### config.mk
export PLATFORM = sky130hd
export DESIGN_NAME = fifo_ctrl
export DESIGN_NICKNAME = d
export VERILOG_FILES = /design/src/rtl/fifo_ctrl.sv
export SDC_FILE = /design/constraint.sdc
export NUM_CORES = 1
export LEC_CHECK = 0
export CAP_MARGIN = 20
export CORE_MARGIN = 2
export CORE_UTILIZATION = 45
export CTS_CLUSTER_SIZE = 25
export DETAILED_ROUTE_END_ITERATION = 8
export PLACE_DENSITY = 0.76
export SYNTH_ARGS = -nofsm -noshare
export SYNTH_HDL_FRONTEND = slang
export SYNTH_SLANG_ARGS = --single-unit
### constraint.sdc
create_clock -name clk -period 3.3 [get_ports clk]
set_clock_uncertainty 0.15 [all_clocks]
set_input_delay 0.495 -clock clk [delete_from_list [all_inputs] [get_ports clk]]
set_output_delay 0.495 -clock clk [all_outputs]
set_load 0.01 [all_outputs]
### src/rtl/fifo_ctrl.sv
// Pointer, occupancy and flag controller for a single-clock FIFO.
// Qualifies producer and consumer requests and drives the storage array's strobes and addresses.
module fifo_ctrl #(
  parameter int ADDR_WIDTH    = 5,
  parameter int AFULL_THRESH  = 28,
  parameter int AEMPTY_THRESH = 4
) (
  input  logic                  clk,
  input  logic                  RST,
  input  logic                  i_Wr_Req,
  input  logic                  i_Rd_Req,
  input  logic                  i_Clr,
  input  logic                  i_Err_Clr,
  output logic                  o_Wr_En,
  output logic [ADDR_WIDTH-1:0] o_Wr_Addr,
  output logic                  o_Rd_En,
  output logic [ADDR_WIDTH-1:0] o_Rd_Addr,
  output logic                  o_Full,
  output logic                  o_Empty,
  output logic                  o_Almost_Full,
  output logic                  o_Almost_Empty,
  output logic [ADDR_WIDTH:0]   o_Count,
  output logic                  o_Overflow,
  output logic                  o_Underflow
);

  localparam logic [ADDR_WIDTH:0] AF_TH = (ADDR_WIDTH+1)'(AFULL_THRESH);
  localparam logic [ADDR_WIDTH:0] AE_TH = (ADDR_WIDTH+1)'(AEMPTY_THRESH);

  logic [ADDR_WIDTH:0] wptr;
  logic [ADDR_WIDTH:0] rptr;
  logic [ADDR_WIDTH:0] count;
  logic                wr_acc;
  logic                rd_acc;
  logic                ovf_set;
  logic                udf_set;

  // Flags decode registered pointers/count only; the extra pointer bit tells full from empty.
  assign o_Full         = (wptr[ADDR_WIDTH-1:0] == rptr[ADDR_WIDTH-1:0]) &&
                          (wptr[ADDR_WIDTH] != rptr[ADDR_WIDTH]);
  assign o_Empty        = (wptr == rptr);
  assign o_Almost_Full  = (count >= AF_TH);
  assign o_Almost_Empty = (count <= AE_TH);
  assign o_Count        = count;
  assign o_Wr_Addr      = wptr[ADDR_WIDTH-1:0];
  assign o_Rd_Addr      = rptr[ADDR_WIDTH-1:0];

  assign wr_acc  = i_Wr_Req & ~o_Full  & ~i_Clr;
  assign rd_acc  = i_Rd_Req & ~o_Empty & ~i_Clr;
  assign ovf_set = i_Wr_Req & o_Full  & ~i_Clr;
  assign udf_set = i_Rd_Req & o_Empty & ~i_Clr;
  assign o_Wr_En = wr_acc;
  assign o_Rd_En = rd_acc;

  always_ff @(posedge clk or negedge RST) begin
    if (!RST) begin
      wptr  <= '0;
      rptr  <= '0;
      count <= '0;
    end else if (i_Clr) begin
      wptr  <= '0;
      rptr  <= '0;
      count <= '0;
    end else begin
      if (wr_acc) wptr <= wptr + 1'b1;
      if (rd_acc) rptr <= rptr + 1'b1;
      case ({wr_acc, rd_acc})
        2'b10:   count <= count + 1'b1;
        2'b01:   count <= count - 1'b1;
        default: count <= count;
      endcase
    end
  end

  // A new error event in the same cycle as i_Err_Clr keeps the flag set.
  always_ff @(posedge clk or negedge RST) begin
    if (!RST) begin
      o_Overflow  <= 1'b0;
      o_Underflow <= 1'b0;
    end else begin
      o_Overflow  <= ovf_set | (o_Overflow  & ~i_Err_Clr);
      o_Underflow <= udf_set | (o_Underflow & ~i_Err_Clr);
    end
  end

endmodule

==> key figures <==
Floorplanning
  – Row count: 19
  – Die X: 58.4 um
  – Starting Density: 0.480
  – Number of I/O pins: 30
  – Die area: 3420 um^2
  – Die Y: 58.4 um
  – Area of the core: approximately 2800 um^2

Drt
  – Vias: 1123
  – DR iter-0 viols: 17
  – DRC errors left: 0
  – Drt first pass iters: 4
  – ANT nets after route: 0
  – Vias per inst: 5.53
  – DRT Wirelength: 3160 um
  – Wire per inst: between 15 and 20 um

Synth
  – Ys flop type: dfrtp_1
  – Synth area leaders: dfrtp_1, xnor2_1, buf_4, ha_1, xor2_1
  – Synth Area per Inst: 9.74 um^2
  – Largest area contributor in the synthesized netlist: dfrtp_1
  – Warnings from Yosys: 0
  – Most instantiated cells after synthesis: dfrtp_1, nor2_1, nand2_1, xnor2_1, buf_4
  – Post-Syn Nets: 150
  – Number of synthesized flops with an enable pin: 0
  – Seq/Total Area, Yosys: 0.375
  – Mapped Area: 1330 um^2
  – Post-Syn Instances: 137
  – Most common cell in the synthesized netlist: dfrtp_1
  – Top-area cell type share of the netlist area: 0.375
  – Post-synthesis cell type count: 42
  – #FFs+latches synth: 20
  – Ys async rst share: 1.00

Power and ir drop
  – Pwr/cell area: roughly 420 nW/um^2
  – Leakage: approximately 0.79 nW
  – Peak VDD IR: 0.000292 V

Timing
  – FMAX: 0.307 GHz
  – Period minus WS final: 3.25 ns
  – RSZ-0062 raised after global routing: true
  – Max_slew headroom: 0.382
  – Total negative setup slack: 0 ns
  – Fin crit share: 0.986
  – Final hold vios: 0
  – Worst Tran Pin Value: 0.924 ns
  – WHS: 0.365 ns
  – Pins Over Slew Limit: 0
  – Fin worst setup slack: 0.0468 ns
  – Final setup fails: 0

Worst setup path
  – Worst endpoint required time: 3.38 ns
  – Endpoint type of the worst setup path: register
  – Critical Path AT: 3.33 ns
  – CP Launch Type: register
  – Crit-path leading delay family: compound AO/OA/AOI/OAI gates
  – Crit path max fanout: 6
  – CP peak stage delay: approximately 0.42 ns
  – CP bufs+invs: 0
  – CP Class: reg -> reg
  – Cell chain of the critical path: xor2_1, a2111o_1, o31a_2, and2b_4, ha_4, nand2_1, o211ai_1, a21oi_2, or3b_4, a21boi_1, o311ai_2
  – Critical-path top delay cell: dfrtp_1

GRT
  – Vias in the first global route: 1119
  – Initial antenna violation count: 0
  – All-Layer GR Usage: 0.202
  – GRT overflow: 0
  – Global-route wire length before repair: 5180 um
  – Largest net degree at the start of global routing: 21

Clocking
  – Num CTS Buffers: 3
  – H-tree levels: 1
  – Clock Sinks: 20
  – CTS Root Cell: clkbuf_4
  – Clock Path Buffers: 2
  – CTS tree: yes
  – Clock Latency Late Sink: between 0.3 and 0.4 ns
  – Worst-path clk slew: ~0.12 ns

Placement
  – Setup WS pre-CTS: -0.0441 ns
  – Detailed Place HPWL: 2320 um
  – Port Buf Inserts: 29
  – RD Place Congestion: 0.801

Final layout
  – Ant. Diodes: 0
  – Nets: 186
  – Layout cell share with drive strength beyond 1: 0.203
  – Layout area overhead: 33.9%

Outcome
  – Outcome: finished, final reports clean

Run
  – Maxcap violations: 0

Hold path
  – Class of the worst hold path: reg -> reg
-- where the power goes --
group	total (mW)	internal [mW]	switching, mW
Clock	0.205	0.123	0.0825
Combinational	0.259	0.141	0.118
Sequential	0.293	0.263	0.0295
-- worst paths after layout --
kind                                        from                endpoint  slack (ns)  cells after the start
setup reg to reg             wptr[3]$_DFFE_PN0P_  o_Count[5]$_DFFE_PN0P_        0.05                     11
setup / recovery             wptr[3]$_DFFE_PN0P_  o_Count[5]$_DFFE_PN0P_        0.05                     11
min in group asynchronous                    RST     wptr[4]$_DFFE_PN0P_        0.53                      1
hold reg to reg            o_Underflow$_DFF_PN0_   o_Underflow$_DFF_PN0_        0.37                      1
max in group asynchronous                    RST     rptr[0]$_DFFE_PN0P_        1.90                      1
hold / removal             o_Underflow$_DFF_PN0_   o_Underflow$_DFF_PN0_        0.37                      1
-- final cells by class --
class / count / area [um^2]
sequential: 20 / 500
inverter: 6 / 22.5
tap: 31 / 38.8
timing repair buffer: 44 / 403
fill: 244 / 996
clock inverter: 1 / 30.0
multi-input combinational: 98 / 768
clock buffer: 3 / 22.5
-- through the flow --
stage                util  power, mW  cell area [um^2]  instances
floorplan               -      0.432              1330        137
global placement    0.590      0.525              1640        194
detailed placement  0.590      0.534              1640        194
CTS                 0.625      0.755              1740        200
global route        0.642      0.801              1790        203
finish              0.642      0.758              1790        203
-- cells in the final DEF (no fill, tap or decap), types with 2 or more instances in the layout --
| cell type | synthesis | routed |
|---|---|---|
| a21o_1 | 2 | 2 |
| a21oi_1 | 5 | 3 |
| a21oi_2 | 0 | 2 |
| a32o_1 | 2 | 2 |
| buf_4 | 10 | 15 |
| clkbuf_4 | 0 | 3 |
| clkdlybuf4s50_1 | 0 | 29 |
| dfrtp_1 | 20 | 20 |
| ha_1 | 6 | 3 |
| ha_4 | 0 | 3 |
| inv_1 | 6 | 6 |
| mux2i_1 | 2 | 2 |
| nand2_1 | 11 | 11 |
| nand4_1 | 4 | 4 |
| nor2_1 | 17 | 17 |
| nor2b_1 | 2 | 2 |
| o21ai_0 | 3 | 3 |
| o31a_2 | 2 | 2 |
| xnor2_1 | 11 | 11 |
| xor2_1 | 8 | 8 |
-- flip-flops by register name, summed over array words and instances, names as in the netlist --
register / cells
o_Count: 6
o_Overflow: 1
o_Underflow: 1
rptr: 6
wptr: 6
-- routing by layer --
layer / routed length (um) / GRT usage / up-vias / share of wire
met4: 94 / 0.0897 / 0 / 0.030
met3: 145 / 0.0286 / 11 / 0.046
met1: 1270 / 0.249 / 542 / 0.40
met5: 0 / 0 / - / 0
met2: 1650 / 0.348 / 37 / 0.52
li1: - / - / 533 / -
-- cells by family after synthesis --
group / after synthesis / share of synthesized area
fa+ha+maj: 7 / 0.0713
xor+xnor: 19 / 0.125
compound gates: 25 / 0.157
mux: 3 / 0.0235
simple gates: 44 / 0.159
buf+inv: 19 / 0.0900
flops: 20 / 0.375
-- repair_timing --
| action | CTS | global route |
|---|---|---|
| setup endpoints to repair | 1 | 1 |
| pin swaps | 1 | 6 |
| cloned | 0 | 0 |
| resized for setup | 4 | 4 |
| hold buffers | 0 | 0 |
| buffers inserted | 2 | 3 |
| hold endpoints to repair | 0 | 0 |
Power figures use the tool's default switching activity.
